[src/rtl/procesxor_pkg.sv]
// rtl/procesxor_pkg.sv - shared defaults and fetch-state encoding for the fetch unit
package procesxor_pkg;

    localparam int DATA_W_DEF    = 8;
    localparam int ADDR_W_DEF    = 8;
    localparam int RESET_VEC_DEF = 0;

    typedef enum logic [1:0] {
        ST_BOOT   = 2'd0,
        ST_RUN    = 2'd1,
        ST_HALTED = 2'd2
    } fetch_state_e;

endpackage

[src/rtl/fetch_queue.sv]
// rtl/fetch_queue.sv - synchronous prefetch FIFO carrying instruction data and its fetch address
module fetch_queue #(
    parameter int DATA_W = 8,
    parameter int ADDR_W = 8,
    parameter int DEPTH  = 4
) (
    input  logic                    clk,
    input  logic                    rst,
    input  logic                    push,
    input  logic [DATA_W-1:0]       push_data,
    input  logic [ADDR_W-1:0]       push_addr,
    input  logic                    pop,
    input  logic                    flush,
    output logic                    head_valid,
    output logic [DATA_W-1:0]       head_data,
    output logic [ADDR_W-1:0]       head_addr,
    output logic [$clog2(DEPTH):0]  count
);

    localparam int PTR_W = $clog2(DEPTH);
    localparam int CNT_W = PTR_W + 1;
    localparam logic [PTR_W-1:0] PTR_ONE = PTR_W'(1);
    localparam logic [CNT_W-1:0] CNT_ONE = CNT_W'(1);

    logic [DATA_W-1:0] data_q [DEPTH];
    logic [DATA_W-1:0] data_d [DEPTH];
    logic [ADDR_W-1:0] addr_q [DEPTH];
    logic [ADDR_W-1:0] addr_d [DEPTH];
    logic [PTR_W-1:0]  wr_ptr_q, wr_ptr_d;
    logic [PTR_W-1:0]  rd_ptr_q, rd_ptr_d;
    logic [CNT_W-1:0]  count_q, count_d;

    // Next pointer/count/storage; flush wins over a coincident push or pop.
    always_comb begin
        data_d   = data_q;
        addr_d   = addr_q;
        wr_ptr_d = wr_ptr_q;
        rd_ptr_d = rd_ptr_q;
        count_d  = count_q;
        if (flush) begin
            wr_ptr_d = '0;
            rd_ptr_d = '0;
            count_d  = '0;
        end else begin
            if (push) begin
                data_d[wr_ptr_q] = push_data;
                addr_d[wr_ptr_q] = push_addr;
                wr_ptr_d         = wr_ptr_q + PTR_ONE;
            end
            if (pop) begin
                rd_ptr_d = rd_ptr_q + PTR_ONE;
            end
            case ({push, pop})
                2'b10:   count_d = count_q + CNT_ONE;
                2'b01:   count_d = count_q - CNT_ONE;
                default: count_d = count_q;
            endcase
        end
    end

    // Pointer and occupancy registers.
    always_ff @(posedge clk) begin
        if (rst) begin
            wr_ptr_q <= '0;
            rd_ptr_q <= '0;
            count_q  <= '0;
        end else begin
            wr_ptr_q <= wr_ptr_d;
            rd_ptr_q <= rd_ptr_d;
            count_q  <= count_d;
        end
    end

    // Payload storage needs no reset: head outputs are masked while empty.
    always_ff @(posedge clk) begin
        data_q <= data_d;
        addr_q <= addr_d;
    end

    // Head view straight from the registered storage.
    always_comb begin
        head_valid = (count_q != '0);
        head_data  = head_valid ? data_q[rd_ptr_q] : '0;
        head_addr  = head_valid ? addr_q[rd_ptr_q] : '0;
        count      = count_q;
    end

endmodule

[src/rtl/fetch_unit.sv]
// rtl/fetch_unit.sv - instruction fetch with PC, issue control, redirect flush and prefetch queue
module fetch_unit
    import procesxor_pkg::*;
#(
    parameter int                DATA_W    = DATA_W_DEF,
    parameter int                ADDR_W    = ADDR_W_DEF,
    parameter int                DEPTH     = 4,
    parameter logic [ADDR_W-1:0] RESET_VEC = ADDR_W'(RESET_VEC_DEF)
) (
    input  logic              clk,
    input  logic              rst,
    output logic              mem_rd,
    output logic [ADDR_W-1:0] read_addr,
    input  logic [DATA_W-1:0] dout,
    input  logic              mem_busy,
    output logic [DATA_W-1:0] instr,
    output logic [ADDR_W-1:0] instr_pc,
    output logic              instr_valid,
    input  logic              instr_ready,
    input  logic              redirect,
    input  logic [ADDR_W-1:0] redirect_addr,
    input  logic              halt
);

    localparam int CNT_W = $clog2(DEPTH) + 1;
    localparam logic [ADDR_W-1:0] ADDR_ONE = ADDR_W'(1);

    fetch_state_e      state_q, state_d;
    logic [ADDR_W-1:0] pc_q, pc_d;
    logic              inflight_q, inflight_d;

    logic [CNT_W-1:0]  q_count;
    logic [CNT_W-1:0]  occupancy;
    logic              q_head_valid;
    logic [DATA_W-1:0] q_head_data;
    logic [ADDR_W-1:0] q_head_addr;
    logic              issue;
    logic              push;
    logic              pop;

    // Fetch state sequencing: one BOOT cycle, then RUN until halted, redirect resumes.
    always_comb begin
        state_d = state_q;
        case (state_q)
            ST_BOOT:   state_d = ST_RUN;
            ST_RUN:    if (halt && !redirect) state_d = ST_HALTED;
            ST_HALTED: if (redirect) state_d = ST_RUN;
            default:   state_d = ST_BOOT;
        endcase
    end

    // Issue decision, PC update and in-flight tracking; queued plus in-flight reads never exceed DEPTH.
    always_comb begin
        occupancy  = q_count + CNT_W'(inflight_q);
        issue      = !rst && (state_q == ST_RUN) && !halt && !redirect && !mem_busy
                     && (occupancy < CNT_W'(DEPTH));
        pc_d       = pc_q;
        if (redirect) begin
            pc_d = redirect_addr;
        end else if (issue) begin
            pc_d = pc_q + ADDR_ONE;
        end
        inflight_d = issue;
        push       = inflight_q && !redirect && !rst;
        pop        = instr_valid && instr_ready;
    end

    // State, PC and in-flight registers.
    always_ff @(posedge clk) begin
        if (rst) begin
            state_q    <= ST_BOOT;
            pc_q       <= RESET_VEC;
            inflight_q <= 1'b0;
        end else begin
            state_q    <= state_d;
            pc_q       <= pc_d;
            inflight_q <= inflight_d;
        end
    end

    // The returning read is tagged with pc_q - 1: the PC advanced on the issue edge.
    fetch_queue #(
        .DATA_W (DATA_W),
        .ADDR_W (ADDR_W),
        .DEPTH  (DEPTH)
    ) u_queue (
        .clk        (clk),
        .rst        (rst),
        .push       (push),
        .push_data  (dout),
        .push_addr  (pc_q - ADDR_ONE),
        .pop        (pop),
        .flush      (redirect),
        .head_valid (q_head_valid),
        .head_data  (q_head_data),
        .head_addr  (q_head_addr),
        .count      (q_count)
    );

    // Outputs are forced to their idle values while reset is held.
    always_comb begin
        mem_rd      = issue;
        read_addr   = rst ? RESET_VEC : pc_q;
        instr_valid = q_head_valid && !rst;
        instr       = rst ? '0 : q_head_data;
        instr_pc    = rst ? '0 : q_head_addr;
    end

endmodule

[config.mk]
export PLATFORM = sky130hd
export DESIGN_NAME = fetch_unit
export DESIGN_NICKNAME = d
export VERILOG_FILES = /design/src/rtl/procesxor_pkg.sv /design/src/rtl/fetch_queue.sv /design/src/rtl/fetch_unit.sv
export SDC_FILE = /design/constraint.sdc
export NUM_CORES = 1
export LEC_CHECK = 0
export CELL_PAD_IN_SITES_DETAIL_PLACEMENT = 1
export CELL_PAD_IN_SITES_GLOBAL_PLACEMENT = 1
export CORE_MARGIN = 5
export CORE_UTILIZATION = 46
export CTS_CLUSTER_DIAMETER = 80
export DETAILED_ROUTE_END_ITERATION = 10
export GPL_TIMING_DRIVEN = 0
export HOLD_SLACK_MARGIN = 0.1
export PLACE_DENSITY_LB_ADDON = 0.1
export REMOVE_ABC_BUFFERS = 1
export SLEW_MARGIN = 25
export SYNTH_ARGS = -nofsm -noshare
export SYNTH_HDL_FRONTEND = slang
export SYNTH_SLANG_ARGS = --single-unit
[constraint.sdc]
create_clock -name clk -period 2.6 [get_ports clk]
set_clock_uncertainty 0.1 [all_clocks]
set_input_delay 0.39 -clock clk [delete_from_list [all_inputs] [get_ports clk]]
set_output_delay 0.39 -clock clk [all_outputs]
set_load 0.01 [all_outputs]
==> flow_summary.ini, run 1 <==
[setup_path]
critPathBufInv = 2
path_cells = clkdlybuf4s15_2 > or2_4 > nor2b_1 > clkdlybuf4s50_1
cp_data_arrival_time_ps = 2000
required_ps = 2110
r2r_slack_ps = 430
worst_setup_path_start_kind = primary input
crit_path_end_kind = output pin
critPathTopFamily = buffers and inverters
cpPeakStageDelay_ps = 570
crit_type = primary input to output pin
cp_max_fo = 23
critPathSlowestCell = clkdlybuf4s50_1

[die]
start_util_pct = 47.2
die_width_um = 99.3
die_h_um = 99.3
core_sq_um = 7770
ioPinCount = 48
die_area_sq_um = 9860
rows = 32

[sta]
worst_pin_slew_ps = 882
drv_slew = 0
timing.final.crit_share_pct = 95.8
finalSetupViolCount = 0
period_minus_slack_ps = 2490
setup_tns_ps = 0
fmax_ghz = 0.401
postLayoutSetupSlackWorst_ps = 109
rsz0062_at_grt = no
timing.slew.headroom_pct = 41.2
hold_viol_final = 0

[clock_tree]
cts-root-buf = clkbuf_8
clock_sink_count = 82
cts_htree_levels = 3
cts_buffer_depth = 2
path_clk_slew_ps = 80
clk_latency_ps = 340
cts_tree = built
ctsHoldBuffers = 0
cts_inserted_buffers = 9

[synthesis]
synth_seq_area_share_pct = 62.2
synthFlopType = edfxtp_1
syn-cell-area_sq_um = 3670
async_reset_ff_share_pct = 0
synth_top_family_by_area = multiplexers
synth-seq-cells = 82
synthCells = 242
synth_compound_area_share_pct = 6.27
ys_types = 41
ys_warn_count = 0
synth_xor_area_share_pct = 3.82
synthSimpleGateAreaFrac_pct = 10.3
synth_edf_count = 64
syn-mean-instance-area_sq_um = 15.2
synthMuxAreaShare_pct = 10.6
synth_fa_ha_area_share_pct = 2.93

[finish]
nNetsFinal = 320
area_growth_pct = 21.0
layout_common_cells = 64 x edfxtp_1, 45 x clkdlybuf4s50_1, 21 x nor2b_1
final_common_cell = edfxtp_1
stdcell_area_sq_um = 4440
drive_above_1_share_pct = 18.6
diodes = 0

[route]
drc_errors = 0
ant_nets = 0
drt_iter0_markers = 77
vias = 2062
routedWlPerCell_um = 16.9
vias_per_cell = 5.19
drt_wl_total_mm = 6.71
drt_pre_antenna_iters = 4

[status]
outcome = completed

[placement]
hpwlAfterDp_mm = 4.50
gp_congestion = 0.696
placed_area_sq_um = 4170
pre_cts_ws_ps = -689
port_buffers = 47

[grt]
antenna_found_initial = 0
grt_start_max_net_pins = 24
grt_pass1_wl_mm = 11.5
grt_remaining_overflow = 0
track_usage_pct = 15.0
grt_pass1_vias = 2315

[power]
sw_frac_of_total_pct = 22.1
pwr-share-seq_pct = 57.9
power.leakage_nw = 1.45
vdd_drop_max_v = 0.000253
intPower_mw = 1.96
power_switching_uw = 557
pwr-share-comb_pct = 6.1
powerDensity_nw_per_um2 = 566
p_clk_share_pct = 36.0

[min_path]
hold_class = flip-flop to flip-flop

[flow_run]
cap_violations = 0
## cell type report
cell class                 count  area, sq um
timing repair buffer          52          533
clock inverter                 6         65.1
clock buffer                  10          128
sequential                    82         2290
fill                         763         3330
tap                          102          128
multi-input combinational    134         1250
inverter                      11         41.3
## registers in the layout, summed over array words and instances (netlist names)
register and cells:
u_queue.data_q 32, inflight_q 1, u_queue.count 3, u_queue.wr_ptr_q 2, u_queue.addr_q 32, state_q 2, u_queue.rd_ptr_q 2, pc_q 8
## path summary, 6_finish.rpt
check,from,end,cells after the start
worst min register to register,state_q[0],state_q[0],1
worst max-delay path,rst,instr_pc[0],4
worst max register to register,u_queue.count[0],u_queue.count[2],7
worst min-delay path,state_q[0],state_q[0],1
## Yosys cell counts (all sizes together) (2+ instances only)
master	number	area, sq um
xor2	5	43.8
or2	2	12.5
buf	9	78.8
a21o	2	16.3
nor2b	21	131
a221oi	2	17.5
a21oi	3	26.3
edfxtp	64	1920
clkbuf	6	22.5
nor3	3	15.0
nand3	4	20.0
a2111oi	4	72.6
and3	4	25.0
nand3b	2	15.0
dfxtp	18	360
inv	11	41.3
mux2i	3	30.0
and2	2	12.5
mux4	16	360
nand2	4	15.0
nand4	2	18.8
ha	7	87.6
a211oi	8	70.1
xnor2	11	96.3
nor2	19	71.3
nor4	2	12.5
## metrics by stage
step	total power, mW	instances	util (%)	hold slack (ps)
final	2.51	397	57.2	398
after global routing	2.63	397	57.2	449
after CTS	2.54	397	57.0	402
after detailed placement	1.64	376	53.7	390
after global placement	1.63	376	53.6	384
after floorplan	1.56	227	-	351
## power by group through the flow
stage	clock, mW	combinational (mW)	sequential, mW
6_report	0.905	0.154	1.46
5_1_grt	1.00	0.173	1.46
4_1_cts	0.923	0.157	1.46
3_5_place_dp	0	0.154	1.49
3_3_place_gp	0	0.147	1.49
2_1_floorplan	0	0.0760	1.48
## per-layer routing
metal	GRT usage, %	up-vias	wire (um)
met5	0	-	0
met3	4.56	8	247
met4	4.10	0	55
li1	-	997	-
met2	26.0	43	3420
met1	18.1	1014	2990
## kinds of logic (layout without fill, tap and decap cells)
| kind of cell | after synthesis | in the layout |
|---|---|---|
| AO/OA/AOI/OAI | 23 | 23 |
| XOR/XNOR | 16 | 16 |
| adder cells (fa/ha/maj) | 8 | 8 |
| buffers and inverters | 26 | 79 |
| flip-flops | 82 | 82 |
| multiplexers | 19 | 19 |
| AND/OR/NAND/NOR | 68 | 68 |
## repair_timing
action / 4_1_cts / 5_1_grt
setup endpoints to repair: 84 / 17
gates resized for setup: 7 / 4
setup buffers: 5 / 0
pin swaps: 1 / 0
Power figures use the tool's default switching activity.
==> run 2, diff against run 1 <==
- SKIP_LAST_GASP: default -> 1
==> results of run 2 <==
The final DEF is identical to that of run 1; final timing and power are the same.
